[src/rtl/nock_increment_pkg.sv]
`default_nettype none
// ============================================================================
// nock_increment_pkg : shared codes for the Nock increment execution unit
// Revision 1.0
// ============================================================================
package nock_increment_pkg;

    // Memory unit function codes
    localparam logic [1:0] SET_CONTENTS = 2'b01;

    // Tag [1:0] cell/atom encoding: bit 1 = hed is cell, bit 0 = tel is cell
    localparam logic [1:0] ATOM_ATOM = 2'b00;
    localparam logic [1:0] ATOM_CELL = 2'b01;

    // Traversal engine mux selection for an increment frame
    localparam logic [3:0] MUX_INCR = 4'h4;

    // Tag bit positions
    localparam int TAG_EXEC_BIT  = 7;
    localparam int TAG_VISIT_HI  = 3;
    localparam int TAG_VISIT_LO  = 2;
    localparam int TAG_TEL_CELL  = 0;

    // Sticky error codes
    localparam logic [7:0] ERR_NONE         = 8'h00;
    localparam logic [7:0] ERR_CELL_OPERAND = 8'h01;
    localparam logic [7:0] ERR_BAD_OPCODE   = 8'h02;
    localparam logic [7:0] ERR_OVERFLOW     = 8'h03;

    // Continuation handed back to the traversal engine
    localparam logic [3:0] SYS_TRAVERSE = 4'h2;
    localparam logic [3:0] STATE_POP    = 4'h2;

    typedef enum logic [2:0] {
        ST_IDLE   = 3'd0,
        ST_DECODE = 3'd1,
        ST_WRITE  = 3'd2,
        ST_WAIT   = 3'd3,
        ST_DONE   = 3'd4,
        ST_HOLD   = 3'd5,
        ST_ERROR  = 3'd6
    } incr_state_t;

endpackage
`default_nettype wire

[src/rtl/nock_increment.sv]
`default_nettype none
// ============================================================================
// nock_increment : Nock opcode 4 unit, increments an atom frame in place
// Revision 1.0
// ============================================================================
module nock_increment
    import nock_increment_pkg::*;
#(
    parameter int ADDR_W = 11,
    parameter int NOUN_W = 28,
    parameter int TAG_W  = 8,
    parameter int DATA_W = TAG_W + 2 * NOUN_W,
    parameter int OPCODE = 4
) (
    input  logic              clk,
    input  logic              rst,
    input  logic              start,
    input  logic [ADDR_W-1:0] module_address,
    input  logic [DATA_W-1:0] module_data,
    input  logic              mem_ready,
    output logic              mem_execute,
    output logic [1:0]        mem_func,
    output logic [ADDR_W-1:0] address1,
    output logic [DATA_W-1:0] write_data,
    output logic              module_finished,
    output logic [3:0]        execute_return_sys_func,
    output logic [3:0]        execute_return_state,
    output logic [7:0]        error
);

    incr_state_t       state;
    logic [ADDR_W-1:0] frame_addr;
    logic [TAG_W-1:0]  frame_tag;
    logic [NOUN_W-1:0] frame_hed;
    logic [NOUN_W-1:0] frame_tel;

    logic [NOUN_W-1:0] incremented;
    logic [TAG_W-1:0]  reduced_tag;

    // The reduced frame is a plain atom: no longer pending, visit marks cleared
    always_comb begin
        incremented = frame_tel + NOUN_W'(1);
        reduced_tag = frame_tag;
        reduced_tag[TAG_EXEC_BIT] = 1'b0;
        reduced_tag[TAG_VISIT_HI:TAG_VISIT_LO] = 2'b00;
        reduced_tag[1:0] = ATOM_ATOM;
    end

    always_ff @(posedge clk or posedge rst) begin
        if (rst) begin
            state                   <= ST_IDLE;
            frame_addr              <= '0;
            frame_tag               <= '0;
            frame_hed               <= '0;
            frame_tel               <= '0;
            mem_execute             <= 1'b0;
            mem_func                <= 2'b00;
            address1                <= '0;
            write_data              <= '0;
            module_finished         <= 1'b0;
            execute_return_sys_func <= 4'h0;
            execute_return_state    <= 4'h0;
            error                   <= ERR_NONE;
        end else begin
            mem_execute     <= 1'b0;
            mem_func        <= 2'b00;
            address1        <= '0;
            write_data      <= '0;
            module_finished <= 1'b0;

            case (state)
                ST_IDLE: begin
                    if (start) begin
                        frame_addr              <= module_address;
                        frame_tag               <= module_data[DATA_W-1 -: TAG_W];
                        frame_hed               <= module_data[2*NOUN_W-1 -: NOUN_W];
                        frame_tel               <= module_data[NOUN_W-1:0];
                        execute_return_sys_func <= 4'h0;
                        execute_return_state    <= 4'h0;
                        state                   <= ST_DECODE;
                    end
                end

                // Request is issued on entry to WRITE so it is registered there
                ST_DECODE: begin
                    if (frame_hed != NOUN_W'(OPCODE)) begin
                        error <= ERR_BAD_OPCODE;
                        state <= ST_ERROR;
                    end else if (frame_tag[TAG_TEL_CELL]) begin
                        error <= ERR_CELL_OPERAND;
                        state <= ST_ERROR;
                    end else if (&frame_tel) begin
                        error <= ERR_OVERFLOW;
                        state <= ST_ERROR;
                    end else begin
                        mem_execute <= 1'b1;
                        mem_func    <= SET_CONTENTS;
                        address1    <= frame_addr;
                        write_data  <= {reduced_tag, incremented, {NOUN_W{1'b0}}};
                        state       <= ST_WRITE;
                    end
                end

                ST_WRITE: begin
                    state <= ST_WAIT;
                end

                ST_WAIT: begin
                    if (mem_ready) begin
                        module_finished         <= 1'b1;
                        execute_return_sys_func <= SYS_TRAVERSE;
                        execute_return_state    <= STATE_POP;
                        state                   <= ST_DONE;
                    end
                end

                ST_DONE: begin
                    state <= ST_HOLD;
                end

                // Wait for the mux to release us so one selection runs one frame
                ST_HOLD: begin
                    if (!start) begin
                        state <= ST_IDLE;
                    end
                end

                ST_ERROR: begin
                    state <= ST_ERROR;
                end

                default: begin
                    state <= ST_IDLE;
                end
            endcase
        end
    end

endmodule
`default_nettype wire

[config.mk]
export PLATFORM = sky130hd
export DESIGN_NAME = nock_increment
export DESIGN_NICKNAME = d
export VERILOG_FILES = /design/src/rtl/nock_increment_pkg.sv /design/src/rtl/nock_increment.sv
export SDC_FILE = /design/constraint.sdc
export NUM_CORES = 1
export LEC_CHECK = 0
export BUFFER_PORTS_ARGS = -buffer_cell sky130_fd_sc_hd__clkbuf_2
export CORE_ASPECT_RATIO = 1.2
export CORE_MARGIN = 4
export CORE_UTILIZATION = 35
export DETAILED_ROUTE_END_ITERATION = 6
export MAX_ROUTING_LAYER = met4
export SLEW_MARGIN = 20
export SYNTH_ARGS = -nofsm -noshare
export SYNTH_HDL_FRONTEND = slang
export SYNTH_SLANG_ARGS = --single-unit
[constraint.sdc]
create_clock -name clk -period 4.3 [get_ports clk]
set_clock_uncertainty 0.05 [all_clocks]
set_input_delay 0 -clock clk [delete_from_list [all_inputs] [get_ports clk]]
set_output_delay 0 -clock clk [all_outputs]
set_load 0.1 [all_outputs]
==> results.md, run 1 <==
- Post-Syn Area per Cell: 11.6 µm²
- Via count of the first global-routing pass: 4092
- Routability congestion estimate: 0.805
- Number of instances resized during post-cts repair: 0
- Detailed placer's ending HPWL: 8070 µm
- Number of rows created at floorplan: 49
- Post-synthesis sequential element count: 121
- Maximum number of pins on one net before global-route repair: 86
- Err: [ERROR DRT-0255] Maze Route cannot find path of net clk in worker of routeBox ( 96600 0 ) ( 121140 48300 ).
- All-Layer GR Usage: 15.0%
- H-tree depth reported by CTS: 4
- Root buf cell: sky130_fd_sc_hd__clkbuf_16
- Number of buffers inserted by port buffering: 123
- First-pass GRT wire length: 19800 µm
- Hold Buf Count CTS: 74
- Total number of yosys warnings: 0
- Top-level port count: 174
- Result of the run: aborted with a tool error
- Number of setup buffers added after CTS: 0
- TritonCTS buffer count: 17
- Number of distinct library cells after synthesis: 40
- Number of antenna violations at the first check in global routing: 0
- Synth Cell Area: 5380 µm²
- CTS sink count: 121
- Residual overflow from global routing: 0
- Maximum buffer depth of the clock tree: 2
- Portion of synthesized cell area occupied by the leading cell type: 56.3%
- Initial standard-cell utilization of the core: 35.8%
- Y dimension of the die: 144 µm
- Cell taking the most area after synthesis: sky130_fd_sc_hd__dfrtp_1
- Post-synthesis sequential area ratio: 56.3%
- Cell types occupying the most area after synthesis: sky130_fd_sc_hd__dfrtp_1, sky130_fd_sc_hd__mux2_2, sky130_fd_sc_hd__buf_4
- Last stage reached: detailed routing (5_2_route)
- Overall die width: 121 µm
- Gate count of the mapped netlist: 464
## through the flow
stage,util [%],cell area [µm²],hold WS (ps),instances,setup WS [ps]
after detailed placement,39.9,5990,161,768,1270
after floorplan,-,5550,66.8,509,1040
after global placement,39.9,5990,158,768,1360
after global routing,48.5,7280,291,874,1080
after CTS,48.5,7280,271,874,1250
## Yosys cell counts
library cell and number:
sky130_fd_sc_hd__a211o_1 1, sky130_fd_sc_hd__a211oi_1 13, sky130_fd_sc_hd__a21boi_0 1, sky130_fd_sc_hd__a21o_1 1
sky130_fd_sc_hd__a21oi_1 2, sky130_fd_sc_hd__a31oi_1 1, sky130_fd_sc_hd__and3_1 2, sky130_fd_sc_hd__and4_1 3
sky130_fd_sc_hd__and4b_1 1, sky130_fd_sc_hd__buf_2 1, sky130_fd_sc_hd__buf_4 48, sky130_fd_sc_hd__buf_6 4
sky130_fd_sc_hd__clkbuf_1 18, sky130_fd_sc_hd__conb_1 1, sky130_fd_sc_hd__dfrtp_1 121, sky130_fd_sc_hd__ha_1 1
sky130_fd_sc_hd__inv_1 23, sky130_fd_sc_hd__maj3_1 1, sky130_fd_sc_hd__mux2_2 55, sky130_fd_sc_hd__nand2_1 29
sky130_fd_sc_hd__nand2b_1 1, sky130_fd_sc_hd__nand3_1 13, sky130_fd_sc_hd__nand3_2 1, sky130_fd_sc_hd__nand4_1 7
sky130_fd_sc_hd__nor2_1 3, sky130_fd_sc_hd__nor3_1 33, sky130_fd_sc_hd__nor3b_1 1, sky130_fd_sc_hd__nor4_1 10
sky130_fd_sc_hd__nor4b_1 1, sky130_fd_sc_hd__o211a_1 1, sky130_fd_sc_hd__o21ai_0 27, sky130_fd_sc_hd__o21bai_1 1
sky130_fd_sc_hd__o31ai_1 5, sky130_fd_sc_hd__o32ai_1 1, sky130_fd_sc_hd__o41ai_4 1, sky130_fd_sc_hd__or2_2 2
sky130_fd_sc_hd__or3_1 8, sky130_fd_sc_hd__or4_1 8, sky130_fd_sc_hd__xnor2_1 10, sky130_fd_sc_hd__xor2_1 3
## per-layer routing
metal / global-route usage (%)
met1: 16.3
met2: 25.5
met3: 4.92
met4: 6.25
met5: -
## cells by family after synthesis
logic type / Yosys count / synth area share [%]
compound gates: 55 / 6.77
mux: 55 / 11.5
fa+ha+maj: 2 / 0.419
simple gates: 123 / 12.3
xor+xnor: 13 / 2.12
flops: 121 / 56.3
other cells: 1 / 0.0697
buf+inv: 94 / 10.5
==> inputs of run 2 (changes only) <==
- CORE_ASPECT_RATIO: 1.2 -> not set
- CORE_UTILIZATION: 35 -> 20
- MAX_ROUTING_LAYER: met4 -> not set
- PLACE_DENSITY_LB_ADDON: not set -> 0.15
==> results.md, run 2 <==
- Top cells by count, synth: sky130_fd_sc_hd__dfrtp_1, sky130_fd_sc_hd__mux2_2, sky130_fd_sc_hd__buf_4, sky130_fd_sc_hd__nor3_1, sky130_fd_sc_hd__nand2_1
- Source-to-sink clock delay at the later pin of the worst-skew pair: 410 ps
- Post-DR wirelength/cell: 14.1 µm
- Highest ir drop seen on vdd: 0.000241 V
- Cell types occupying the most area after synthesis: sky130_fd_sc_hd__dfrtp_1, sky130_fd_sc_hd__mux2_2, sky130_fd_sc_hd__buf_4
- # DRC: 0
- Cell-by-cell trace of the critical path: nand3_1 -> or4_1 -> o41ai_4 -> buf_4 -> nor3_1
- Setup-failing EPs final: 0
- Reg-to-reg setup timing slack: 1270 ps
- Total number of yosys warnings: 0
- Most used cells in the layout excluding fill and tap cells: sky130_fd_sc_hd__clkbuf_2, sky130_fd_sc_hd__dfrtp_1, sky130_fd_sc_hd__dlygate4sd3_1, sky130_fd_sc_hd__mux2_2, sky130_fd_sc_hd__conb_1
- Launch instance of the worst register-to-register path: frame_tel[2]$_DFFE_PP0P_
- Worst slew pin tran: 1040 ps
- Total die area: 29600 µm²
- Number of instances resized during post-cts repair: 0
- H-tree depth reported by CTS: 4
- Max reg flops: 31
- Via count of the first global-routing pass: 4207
- DRT antenna net count: 0
- Number of distinct library cells after synthesis: 40
- Final routed wirelength across all metal layers: 14100 µm
- CP max FO: 45
- Power per cell area: 614 nW/µm²
- Core Area: 26300 µm²
- CTS sink count: 121
- Proportion of register bits with asynchronous set or reset after synthesis: 100%
- Fill cell count: 2767
- Tightest Hold Check Type: in2async
- Required @ worst endpoint: 4490 ps
- Overall die width: 172 µm
- Detailed-routing iteration count for the pre-antenna-repair pass: 4
- Y dimension of the die: 172 µm
- Synth-to-Final Area Change: 39.8%
- TritonCTS buffer count: 17
- Capturing element type of the critical path: flip-flop
- Post-route clock period utilization: 70.3%
- Synth Cell Area: 5380 µm²
- Top-level port count: 174
- Total via count after detailed routing: 4010
- Gate count of the mapped netlist: 464
- Portion of synthesized cell area occupied by the leading cell type: 56.3%
- Initial standard-cell utilization of the core: 20.5%
- Maximum buffer depth of the clock tree: 2
- Total Neg Setup Slack: 0 ps
- Clock-pin slew reported for the worst setup and hold paths after clock tree synthesis: 60 ps
- Post-layout power: 4620 µW
- Data arrival at the endpoint of the critical path: 3210 ps
- Routability congestion estimate: 0.703
- Number of antenna violations at the first check in global routing: 0
- DRT iter0 DRCs: 159
- Maximum number of pins on one net before global-route repair: 59
- Cell taking the most area after synthesis: sky130_fd_sc_hd__dfrtp_1
- Kind of critical path: reg2reg
- Number of buffers inserted by port buffering: 123
- Residual overflow from global routing: 0
- First-pass GRT wire length: 22700 µm
- Capturing point of the worst reg2reg path: write_data[38]$_DFF_PP0_
- Max_slew headroom: 30.7%
- Antenna diode count: 0
- Count of flip-flops with a built-in enable after synthesis: 0
- Critical Path Max Stage Delay: 900 ps
- Largest registers: write_data x31, frame_hed x28, frame_tel x28
- Layout cell share with drive strength beyond 1: 32.9%
- Fin nets: 739
- Post-synthesis sequential element count: 121
- Detailed placer's ending HPWL: 9750 µm
- Result of the run: finished, final reports clean
- Register with the most flip-flops: write_data
- Slowest cell on the critical path: sky130_fd_sc_hd__or4_1
- Post-Syn Area per Cell: 11.6 µm²
- Post-synthesis sequential area ratio: 56.3%
- All-Layer GR Usage: 9.89%
- Final critical-path required period: 3030 ps
- Most common library cell in the layout ignoring fill and taps: sky130_fd_sc_hd__clkbuf_2
- Most repeated cell in the gate-level netlist after synthesis: sky130_fd_sc_hd__dfrtp_1
- Count of pins over their slew limit: 0
- Leakage dissipation: 0.00342 µW
- Via-per-instance ratio: 3.99
- Worst reg2reg path depth: 5
- Final hold vios: 0
- Setup repair after global routing missed its margin: no
- Critical path startpoint category: flip-flop
- Flip-flop cell with the highest count after synthesis: sky130_fd_sc_hd__dfrtp_1
- CTS tree: built
- Fmax achieved: 0.331 GHz
- Number of max-cap violations: 0
- Number of rows created at floorplan: 59
- Root buf cell: sky130_fd_sc_hd__clkbuf_16
run 2: cell counts after synthesis:
Identical to the previous run, type by type.
run 2: where the power goes:
group          switching (µW)  internal, µW
clock                     554           972
combinational             745           523
sequential                318          1500
total                    1620          3000
run 2: area by class of cell:
class	instances	area, µm²	share of cell area [%]
clock buffer	17	425	5.66
clock inverter	14	199	2.65
inverter	23	88.8	1.18
multi-input combinational	294	1960	26.1
sequential	121	3030	40.3
tap	335	419	5.58
timing repair buffer	202	1390	18.5
run 2: routing by layer:
layer	routed length [µm]	GRT usage (%)	vias to the layer above
li1	-	-	1928
met3	741	2.88	15
met1	6520	12.7	1962
met2	6640	15.8	105
met4	234	3.62	0
met5	0	0	-
run 2: how the worst max path moves through the flow:
| stage | slack, ps | start | cells past startpoint | end |
|---|---|---|---|---|
| 2_1_floorplan | 1040 | rst | 1 | address1[0]$_DFF_PP0_ |
| 3_3_place_gp | 1320 | frame_tel[2]$_DFFE_PP0P_ | 5 | write_data[52]$_DFF_PP0_ |
| 3_5_place_dp | 1290 | frame_tel[2]$_DFFE_PP0P_ | 5 | write_data[38]$_DFF_PP0_ |
| 4_1_cts | 1260 | frame_tel[2]$_DFFE_PP0P_ | 5 | write_data[38]$_DFF_PP0_ |
| 5_1_grt | 1090 | frame_tel[0]$_DFFE_PP0P_ | 6 | write_data[38]$_DFF_PP0_ |
| 6_report | 1270 | frame_tel[2]$_DFFE_PP0P_ | 5 | write_data[38]$_DFF_PP0_ |
run 2: worst max-delay path: cells and delay by family (launching register included):
| family | cells | cell delay [ps] |
|---|---|---|
| buffers and inverters | 1 | 520 |
| and+or+nand+nor | 3 | 1390 |
| AOI/OAI and AO/OA | 1 | 430 |
| DFF | 1 | 420 |
run 2: cell families after synthesis:
logic type | count (synthesis) | synth area share (%)
other cells | 1 | 0.0697
compound gates | 55 | 6.77
buf+inv | 94 | 10.5
xor+xnor | 13 | 2.12
mux | 55 | 11.5
flops | 121 | 56.3
fa+ha+maj | 2 | 0.419
simple gates | 123 | 12.3
run 2: through the flow:
step | utilization (%) | setup WS, ps | hold WS, ps | std cells | cell area [µm²]
global route | 28.6 | 1090 | 177 | 1006 | 7520
detailed placement | 23.4 | 1290 | 36.3 | 901 | 6150
floorplan | - | 1040 | 66.8 | 509 | 5550
finish | 28.6 | 1270 | 117 | 1006 | 7520
CTS | 28.6 | 1260 | 139 | 1006 | 7520
global placement | 23.4 | 1320 | 30.1 | 901 | 6150
run 2: timing repair:
| item | CTS | global route |
|---|---|---|
| hold buffers | 74 | 0 |
| endpoints found under the hold margin | 114 | 0 |
| buffers inserted | 0 | 0 |
| setup endpoints to repair | 0 | 0 |
No activity file was read; power rests on OpenSTA's default activity.
